### config.mk
export PLATFORM = sky130hd
export DESIGN_NAME = id_stage_hs_flat
export DESIGN_NICKNAME = d
export VERILOG_FILES = /design/src/rtl/id_stage_hs_if.sv /design/src/rtl/id_stage_hs.sv /design/src/flat_wrapper.sv
export SDC_FILE = /design/constraint.sdc
export NUM_CORES = 2
export LEC_CHECK = 0
export CAP_MARGIN = 20
export CORE_AREA = 5 5 368 442
export DETAILED_ROUTE_END_ITERATION = 10
export DIE_AREA = 0 0 373 447
export GPL_TIMING_DRIVEN = 0
export PLACE_DENSITY_LB_ADDON = 0.08
export SLEW_MARGIN = 40
export SYNTH_ARGS = -nofsm -noshare
export SYNTH_HDL_FRONTEND = slang
export SYNTH_SLANG_ARGS = --single-unit
### constraint.sdc
create_clock -name i_clk -period 9.95 [get_ports i_clk]
set_clock_uncertainty 0.1 [all_clocks]
set_input_delay 1.99 -clock i_clk [delete_from_list [all_inputs] [get_ports i_clk]]
set_output_delay 1.99 -clock i_clk [all_outputs]
set_load 0.05 [all_outputs]
### src/rtl/id_stage_hs_if.sv
// rtl/id_stage_hs_if.sv - fetch/decode/execute/writeback signal bundle for id_stage_hs
// master = pipeline environment, slave = decode stage.
interface id_stage_hs_if #(
  parameter int XLEN = 32,
  parameter int AW   = 5
);
  logic            fs_valid;
  logic [31:0]     fs_instr;
  logic [XLEN-1:0] fs_pc;
  logic            ds_allowin;
  logic            es_allowin;
  logic            ds_to_es_valid;
  logic [31:0]     ds_instr;
  logic [XLEN-1:0] ds_pc;
  logic [XLEN-1:0] ds_rdata1;
  logic [XLEN-1:0] ds_rdata2;
  logic [AW-1:0]   ds_rd;
  logic            es_valid;
  logic            es_we;
  logic            es_is_load;
  logic [AW-1:0]   es_rd;
  logic [XLEN-1:0] es_result;
  logic            ms_valid;
  logic            ms_we;
  logic [AW-1:0]   ms_rd;
  logic [XLEN-1:0] ms_result;
  logic            wb_we;
  logic [AW-1:0]   wb_rd;
  logic [XLEN-1:0] wb_wdata;
  logic            br_taken;
  logic [XLEN-1:0] br_target;

  modport master (
    output fs_valid, fs_instr, fs_pc, es_allowin,
    output es_valid, es_we, es_is_load, es_rd, es_result,
    output ms_valid, ms_we, ms_rd, ms_result,
    output wb_we, wb_rd, wb_wdata,
    input  ds_allowin, ds_to_es_valid, ds_instr, ds_pc,
    input  ds_rdata1, ds_rdata2, ds_rd, br_taken, br_target
  );

  modport slave (
    input  fs_valid, fs_instr, fs_pc, es_allowin,
    input  es_valid, es_we, es_is_load, es_rd, es_result,
    input  ms_valid, ms_we, ms_rd, ms_result,
    input  wb_we, wb_rd, wb_wdata,
    output ds_allowin, ds_to_es_valid, ds_instr, ds_pc,
    output ds_rdata1, ds_rdata2, ds_rd, br_taken, br_target
  );
endinterface

### src/rtl/id_stage_hs.sv
// rtl/id_stage_hs.sv - decode stage: FS->DS latch, regfile, RAW interlock, branch resolution
// Define ID_FWD_EN to forward EX/MEM results instead of stalling on them.
module id_stage_hs #(
  parameter int XLEN = 32,
  parameter int NREG = 32,
  parameter int AW   = 5
) (
  input  logic         i_clk,
  input  logic         i_resetn,
  id_stage_hs_if.slave io_bus
);
  localparam logic [6:0] OP_LUI    = 7'b0110111;
  localparam logic [6:0] OP_AUIPC  = 7'b0010111;
  localparam logic [6:0] OP_JAL    = 7'b1101111;
  localparam logic [6:0] OP_JALR   = 7'b1100111;
  localparam logic [6:0] OP_BRANCH = 7'b1100011;
  localparam logic [6:0] OP_STORE  = 7'b0100011;
  localparam logic [6:0] OP_R      = 7'b0110011;

  logic            r_ds_valid;
  logic [31:0]     r_ds_instr;
  logic [XLEN-1:0] r_ds_pc;
  logic [XLEN-1:0] r_rf [NREG];

  logic [6:0]      w_opcode;
  logic [2:0]      w_funct3;
  logic [AW-1:0]   w_rs1, w_rs2;
  logic            w_uses1, w_uses2;
  logic            w_es_m1, w_es_m2, w_ms_m1, w_ms_m2, w_wb_m1, w_wb_m2;
  logic [XLEN-1:0] w_base1, w_base2, w_rdata1, w_rdata2;
  logic            w_hz1, w_hz2, w_stall, w_ready_go, w_ds_allowin;
  logic            w_is_store, w_is_branch, w_cond, w_br_taken;
  logic [XLEN-1:0] w_imm_i, w_imm_b, w_imm_j, w_br_target;

  assign w_opcode    = r_ds_instr[6:0];
  assign w_funct3    = r_ds_instr[14:12];
  assign w_rs1       = AW'(r_ds_instr[19:15]);
  assign w_rs2       = AW'(r_ds_instr[24:20]);
  assign w_is_store  = (w_opcode == OP_STORE);
  assign w_is_branch = (w_opcode == OP_BRANCH);
  assign w_uses1 = !((w_opcode == OP_LUI) || (w_opcode == OP_AUIPC) || (w_opcode == OP_JAL));
  assign w_uses2 = (w_opcode == OP_R) || w_is_store || w_is_branch;

  // x0 never matches a producer, so it can neither stall nor be forwarded.
  assign w_es_m1 = io_bus.es_valid & io_bus.es_we & (io_bus.es_rd == w_rs1) & (w_rs1 != '0);
  assign w_es_m2 = io_bus.es_valid & io_bus.es_we & (io_bus.es_rd == w_rs2) & (w_rs2 != '0);
  assign w_ms_m1 = io_bus.ms_valid & io_bus.ms_we & (io_bus.ms_rd == w_rs1) & (w_rs1 != '0);
  assign w_ms_m2 = io_bus.ms_valid & io_bus.ms_we & (io_bus.ms_rd == w_rs2) & (w_rs2 != '0);
  assign w_wb_m1 = io_bus.wb_we & (io_bus.wb_rd == w_rs1) & (w_rs1 != '0);
  assign w_wb_m2 = io_bus.wb_we & (io_bus.wb_rd == w_rs2) & (w_rs2 != '0);

  assign w_base1 = w_wb_m1 ? io_bus.wb_wdata : ((w_rs1 == '0) ? '0 : r_rf[w_rs1]);
  assign w_base2 = w_wb_m2 ? io_bus.wb_wdata : ((w_rs2 == '0) ? '0 : r_rf[w_rs2]);

`ifdef ID_FWD_EN
  assign w_rdata1 = w_es_m1 ? io_bus.es_result : (w_ms_m1 ? io_bus.ms_result : w_base1);
  assign w_rdata2 = w_es_m2 ? io_bus.es_result : (w_ms_m2 ? io_bus.ms_result : w_base2);
  assign w_hz1    = w_es_m1 & io_bus.es_is_load;
  assign w_hz2    = w_es_m2 & io_bus.es_is_load;
`else
  assign w_rdata1 = w_base1;
  assign w_rdata2 = w_base2;
  assign w_hz1    = w_es_m1 | w_ms_m1;
  assign w_hz2    = w_es_m2 | w_ms_m2;
`endif

  assign w_stall      = (w_uses1 & w_hz1) | (w_uses2 & w_hz2);
  assign w_ready_go   = !w_stall;
  assign w_ds_allowin = !r_ds_valid | (w_ready_go & io_bus.es_allowin);

  always_comb begin
    w_cond = 1'b0;
    if ((w_opcode == OP_JAL) || (w_opcode == OP_JALR)) begin
      w_cond = 1'b1;
    end else if (w_is_branch) begin
      case (w_funct3)
        3'b000:  w_cond = (w_rdata1 == w_rdata2);
        3'b001:  w_cond = (w_rdata1 != w_rdata2);
        3'b100:  w_cond = ($signed(w_rdata1) <  $signed(w_rdata2));
        3'b101:  w_cond = ($signed(w_rdata1) >= $signed(w_rdata2));
        3'b110:  w_cond = (w_rdata1 <  w_rdata2);
        3'b111:  w_cond = (w_rdata1 >= w_rdata2);
        default: w_cond = 1'b0;
      endcase
    end
  end

  assign w_imm_i = {{(XLEN-12){r_ds_instr[31]}}, r_ds_instr[31:20]};
  assign w_imm_b = {{(XLEN-13){r_ds_instr[31]}}, r_ds_instr[31], r_ds_instr[7],
                    r_ds_instr[30:25], r_ds_instr[11:8], 1'b0};
  assign w_imm_j = {{(XLEN-21){r_ds_instr[31]}}, r_ds_instr[31], r_ds_instr[19:12],
                    r_ds_instr[20], r_ds_instr[30:21], 1'b0};

  always_comb begin
    w_br_target = r_ds_pc + w_imm_b;
    if (w_opcode == OP_JAL) begin
      w_br_target = r_ds_pc + w_imm_j;
    end else if (w_opcode == OP_JALR) begin
      w_br_target = (w_rdata1 + w_imm_i) & {{(XLEN-1){1'b1}}, 1'b0};
    end
  end

  // Redirect only fires on the cycle the instruction actually leaves DS.
  assign w_br_taken = r_ds_valid & w_ready_go & io_bus.es_allowin & w_cond;

  assign io_bus.ds_allowin     = w_ds_allowin;
  assign io_bus.ds_to_es_valid = r_ds_valid & w_ready_go;
  assign io_bus.ds_instr       = r_ds_instr;
  assign io_bus.ds_pc          = r_ds_pc;
  assign io_bus.ds_rdata1      = w_rdata1;
  assign io_bus.ds_rdata2      = w_rdata2;
  assign io_bus.ds_rd          = (w_is_store | w_is_branch) ? '0 : AW'(r_ds_instr[11:7]);
  assign io_bus.br_taken       = w_br_taken;
  assign io_bus.br_target      = w_br_target;

  always_ff @(posedge i_clk or negedge i_resetn) begin
    if (!i_resetn) begin
      r_ds_valid <= 1'b0;
      r_ds_instr <= '0;
      r_ds_pc    <= '0;
      for (int i = 0; i < NREG; i++) begin
        r_rf[i] <= '0;
      end
    end else begin
      if (w_ds_allowin) begin
        r_ds_valid <= io_bus.fs_valid & ~w_br_taken;
      end
      if (w_ds_allowin & io_bus.fs_valid) begin
        r_ds_instr <= io_bus.fs_instr;
        r_ds_pc    <= io_bus.fs_pc;
      end
      if (io_bus.wb_we && (io_bus.wb_rd != '0)) begin
        r_rf[io_bus.wb_rd] <= io_bus.wb_wdata;
      end
    end
  end
endmodule

### src/flat_wrapper.sv
// flat-port wrapper written by rule: the top's interface ports become plain ports
module id_stage_hs_flat 
#(
  parameter int XLEN = 32,
  parameter int NREG = 32,
  parameter int AW   = 5
)
  (i_clk, i_resetn, io_bus_fs_valid, io_bus_fs_instr, io_bus_fs_pc, io_bus_es_allowin, io_bus_es_valid, io_bus_es_we, io_bus_es_is_load, io_bus_es_rd, io_bus_es_result, io_bus_ms_valid, io_bus_ms_we, io_bus_ms_rd, io_bus_ms_result, io_bus_wb_we, io_bus_wb_rd, io_bus_wb_wdata, io_bus_ds_allowin, io_bus_ds_to_es_valid, io_bus_ds_instr, io_bus_ds_pc, io_bus_ds_rdata1, io_bus_ds_rdata2, io_bus_ds_rd, io_bus_br_taken, io_bus_br_target);
  id_stage_hs_if #(.XLEN(XLEN), .AW(AW)) io_bus_i ();
  input  logic i_clk;
  input  logic i_resetn;
  input wire logic [$bits(io_bus_i.fs_valid)-1:0] io_bus_fs_valid;
  input wire logic [$bits(io_bus_i.fs_instr)-1:0] io_bus_fs_instr;
  input wire logic [$bits(io_bus_i.fs_pc)-1:0] io_bus_fs_pc;
  input wire logic [$bits(io_bus_i.es_allowin)-1:0] io_bus_es_allowin;
  input wire logic [$bits(io_bus_i.es_valid)-1:0] io_bus_es_valid;
  input wire logic [$bits(io_bus_i.es_we)-1:0] io_bus_es_we;
  input wire logic [$bits(io_bus_i.es_is_load)-1:0] io_bus_es_is_load;
  input wire logic [$bits(io_bus_i.es_rd)-1:0] io_bus_es_rd;
  input wire logic [$bits(io_bus_i.es_result)-1:0] io_bus_es_result;
  input wire logic [$bits(io_bus_i.ms_valid)-1:0] io_bus_ms_valid;
  input wire logic [$bits(io_bus_i.ms_we)-1:0] io_bus_ms_we;
  input wire logic [$bits(io_bus_i.ms_rd)-1:0] io_bus_ms_rd;
  input wire logic [$bits(io_bus_i.ms_result)-1:0] io_bus_ms_result;
  input wire logic [$bits(io_bus_i.wb_we)-1:0] io_bus_wb_we;
  input wire logic [$bits(io_bus_i.wb_rd)-1:0] io_bus_wb_rd;
  input wire logic [$bits(io_bus_i.wb_wdata)-1:0] io_bus_wb_wdata;
  output wire logic [$bits(io_bus_i.ds_allowin)-1:0] io_bus_ds_allowin;
  output wire logic [$bits(io_bus_i.ds_to_es_valid)-1:0] io_bus_ds_to_es_valid;
  output wire logic [$bits(io_bus_i.ds_instr)-1:0] io_bus_ds_instr;
  output wire logic [$bits(io_bus_i.ds_pc)-1:0] io_bus_ds_pc;
  output wire logic [$bits(io_bus_i.ds_rdata1)-1:0] io_bus_ds_rdata1;
  output wire logic [$bits(io_bus_i.ds_rdata2)-1:0] io_bus_ds_rdata2;
  output wire logic [$bits(io_bus_i.ds_rd)-1:0] io_bus_ds_rd;
  output wire logic [$bits(io_bus_i.br_taken)-1:0] io_bus_br_taken;
  output wire logic [$bits(io_bus_i.br_target)-1:0] io_bus_br_target;
  assign io_bus_i.fs_valid = io_bus_fs_valid;
  assign io_bus_i.fs_instr = io_bus_fs_instr;
  assign io_bus_i.fs_pc = io_bus_fs_pc;
  assign io_bus_i.es_allowin = io_bus_es_allowin;
  assign io_bus_i.es_valid = io_bus_es_valid;
  assign io_bus_i.es_we = io_bus_es_we;
  assign io_bus_i.es_is_load = io_bus_es_is_load;
  assign io_bus_i.es_rd = io_bus_es_rd;
  assign io_bus_i.es_result = io_bus_es_result;
  assign io_bus_i.ms_valid = io_bus_ms_valid;
  assign io_bus_i.ms_we = io_bus_ms_we;
  assign io_bus_i.ms_rd = io_bus_ms_rd;
  assign io_bus_i.ms_result = io_bus_ms_result;
  assign io_bus_i.wb_we = io_bus_wb_we;
  assign io_bus_i.wb_rd = io_bus_wb_rd;
  assign io_bus_i.wb_wdata = io_bus_wb_wdata;
  assign io_bus_ds_allowin = io_bus_i.ds_allowin;
  assign io_bus_ds_to_es_valid = io_bus_i.ds_to_es_valid;
  assign io_bus_ds_instr = io_bus_i.ds_instr;
  assign io_bus_ds_pc = io_bus_i.ds_pc;
  assign io_bus_ds_rdata1 = io_bus_i.ds_rdata1;
  assign io_bus_ds_rdata2 = io_bus_i.ds_rdata2;
  assign io_bus_ds_rd = io_bus_i.ds_rd;
  assign io_bus_br_taken = io_bus_i.br_taken;
  assign io_bus_br_target = io_bus_i.br_target;
  id_stage_hs #(.XLEN(XLEN), .NREG(NREG), .AW(AW)) u_core (.i_clk(i_clk), .i_resetn(i_resetn), .io_bus(io_bus_i));
endmodule
==> key figures <==
Outcome
  – Outcome: finished clean

Clock network
  – CTS tree: done
  – Clock tree buffer depth: 3
  – Clock-pin slew on the worst setup and hold paths: 60 ps
  – CTS buffer count: 120
  – Clk root buf: clkbuf_16
  – H-tree lvl count: 3
  – Clock sinks: roughly 1100
  – Worst skew pair latency: 800 ps

STA
  – Achievable Freq: 102.3 MHz
  – Slew @ Worst Pin: approximately 900 ps
  – RSZ-0062 raised after global routing: false
  – Finish-stage setup viols: 0
  – Final Hold Viols: 0
  – Hold WS: between 300 and 400 ps
  – Max_slew headroom: 38.16%
  – Final worst slack: 177.8 ps
  – Final min period: 9772 ps
  – Final slew viol count: 0
  – Fin crit share: 98.21%
  – Setup TNS: 0 ps

Die
  – Floorplan die width: ~370 µm
  – Die area: 166700 µm²
  – Rows: 160
  – Core area: 158000 µm²
  – Die height: 447 µm
  – Starting Density: 39.61%
  – I/O pin total: 353

Global route
  – GR peak layer: met2
  – Largest net degree at the start of global routing: between 100 and 150
  – Vias in the first global route: 44420
  – First-pass GRT wire length: between 300 and 400 mm
  – Met3 Resource Use GR: 6.913%
  – Met2 Track Usage GR: 48.15%
  – Gr ovfl total: 0
  – Met1 usage: 37.66%
  – GRT Util Overall: 29.73%
  – Initial antenna violation count: 18

Flow run
  – MaxCap Viol Count: 0

Setup path
  – Max stage delay on crit path: between 500 and 600 ps
  – Setup crit end kind: output port
  – Crit start category: flip-flop
  – WP buf/inv: 5
  – CP Cell Sequence: buf_2 > buf_2 > buf_2 > mux4_2 > mux4_2 > mux2i_1 > o21a_1 > ha_1 > a21o_1 > a21o_1 > a21o_1 > a21o_1 > a21oi_1 > o22ai_1 > nor3_2 > buf_4 > nand3_1 > o311a_1 > a311oi_2 > clkdlybuf4s15_2
  – Most frequent cell on the critical path: a21o_1
  – Critical Setup Path Class: flip-flop to output port
  – Arr. time, crit path: ~7700 ps
  – Worst path slowest cell: mux4_2
  – Kind of cell adding the most delay to the critical path: buffers and inverters
  – Crit Path Max Fanout: 10
  – CP required: 7860 ps

Synthesis
  – Yosys cell types: 79
  – Yosys warns: 0
  – Synth Register Bits: 1089
  – Top_reg_cell synth: dfrtp_1
  – Xor-xnor portion of the synthesized cell area: 1.202%
  – Synth Area in Simple Gates: 2.848%
  – Async SR Flop Fraction: 100.0%
  – Post-synthesis adder-cell area fraction: 2.196%
  – Synth Cell Area: 62560 µm²
  – Mean Syn Cell Area: 14.53 µm²
  – Syn_nets: 4599
  – Sequential area share after synthesis: 43.56%
  – Synth Area in Compound Gates: between 4 and 5%
  – Number of enable flip-flop cells after synthesis: 0
  – Combinational family with the most area after synthesis: multiplexers
  – Mux cell area share after synthesis: 43.08%
  – Cells after Synth: 4306

Route
  – Vias: 42840
  – Vias/cell: just over 6
  – Antenna viol nets, final: 0
  – DR WL/cell: about 36 µm
  – DRC viols: 0
  – DR pass1 iterations: 6
  – Final WL: 249.5 mm
  – Initial DRC count: 3891

Cells and area
  – Most frequent cells in the layout: dfrtp_1, mux2_2, mux4_2
  – Area Overhead vs Synth: 18.94%
  – Final Util: 47.11%
  – Fill cells: 13880
  – Final net count: 5062
  – Most common cell after layout, fill and taps aside: dfrtp_1
  – Fraction of layout instances using a drive strength above 1: a little under half
  – Post-Layout Inst Area: 74410 µm²
  – Cell Count, Final, Fillers Out: 6992

Pwr
  – Leak pwr: 31.92 nW
  – Worst ir drop on vdd: around 230 µV
  – Pwr Density: 260.5 nW/µm²
  – Power Total: 19.38 mW

Placement
  – DP Worst Slack: -1469 ps
  – Cell Area, Placed: 69750 µm²
  – Routability cong.: 0.8964
  – Buffers added on ports: 282
  – Post-DP HPWL: ~190 mm
  – Post-placement cell count: between 6000 and 7000

Min path
  – Min-Delay Path Class: flip-flop to flip-flop
metal layers:
layer	wire, µm	vias up
li1	-	17620
met1	99130	23040
met2	118200	1706
met3	17830	449
met4	14300	18
met5	118	-
worst reg2reg max path, cell delays in order, from the launching register on:
cell	delay (ps)
dfrtp_1	480
buf_2	510
buf_2	560
buf_2	570
mux4_2	580
mux4_2	510
mux2i_1	140
o21a_1	320
ha_1	310
a21o_1	160
a21o_1	170
a21o_1	170
a21o_1	190
a21oi_1	300
o22ai_1	260
nor3_2	290
buf_4	170
mux2i_1	180
o311a_1	300
a41o_1	200
worst paths after layout:
kind / end / slack, ps / start / cells past startpoint
worst max-delay path: io_bus_br_taken / 180 / u_core.io_bus.ds_instr[20] / 20
worst min-delay path: u_core.r_rf[995] / 370 / u_core.r_rf[995] / 1
worst max register to register: u_core.r_ds_valid / 3390 / u_core.io_bus.ds_instr[20] / 19
worst min register to register: u_core.r_rf[995] / 370 / u_core.r_rf[995] / 1
max in group asynchronous: u_core.r_rf[464] / 6800 / i_resetn / 4
min in group asynchronous: u_core.io_bus.ds_pc[26] / 1000 / i_resetn / 1
cells in the mapped netlist (43+ instances only):
cell / instances / area share (%)
ha_1: 105 / 2.1
o21ai_0: 45 / 0.36
a21oi_1: 87 / 0.70
clkbuf_1: 282 / 1.7
buf_1: 105 / 0.63
dfrtp_1: 1089 / 44
mux4_2: 636 / 23
a21o_1: 56 / 0.67
o21ai_1: 51 / 0.41
nand2_1: 163 / 0.98
mux2i_1: 78 / 1.2
mux2_1: 59 / 1.1
nor2_1: 70 / 0.42
xnor2_1: 46 / 0.64
inv_1: 57 / 0.34
o21a_1: 43 / 0.52
mux2_2: 993 / 18
power by group:
group | switching (mW) | total, mW | leakage, nW | internal, mW
Clock | 2.01 | 4.97 | 2.19 | 2.96
Combinational | 4.83 | 8.51 | 15.8 | 3.68
Sequential | 0.633 | 5.90 | 13.9 | 5.27
registers in the layout, indices dropped and copies added (netlist names):
register,cells
u_core.r_rf,1024
u_core.io_bus.ds_instr,32
u_core.io_bus.ds_pc,32
u_core.r_ds_valid,1
timing repair:
item	CTS	global route
hold endpoints to repair	0	0
resized for setup	63	35
endpoints found under the setup margin	23	17
hold buffers	0	0
pin swaps	2	2
buffers inserted	2	2
area by class of cell:
class | count | area (µm²) | area share [%]
clock buffers | 178 | 3705 | 4.979
repair buffers | 343 | 4153 | 5.581
inverters | 59 | 221.5 | 0.2976
flip-flops and latches | 1089 | 27260 | 36.63
clock inverters | 51 | 693.2 | 0.9315
well taps | 2106 | 2635 | 3.541
plain buffers | 421 | 2081 | 2.796
diodes | 10 | 25.02 | 0.03363
multi-input cells | 2735 | 33640 | 45.21
cell families after synthesis:
| kind of cell | count (synthesis) |
|---|---|
| and+or+nand+nor | 381 |
| DFF | 1089 |
| AOI/OAI and AO/OA | 395 |
| muxes | 1766 |
| xor gates and xnor gates | 85 |
| adders and majority gates | 108 |
| buffers and inverters | 482 |
(Power assumes the default switching activity.)
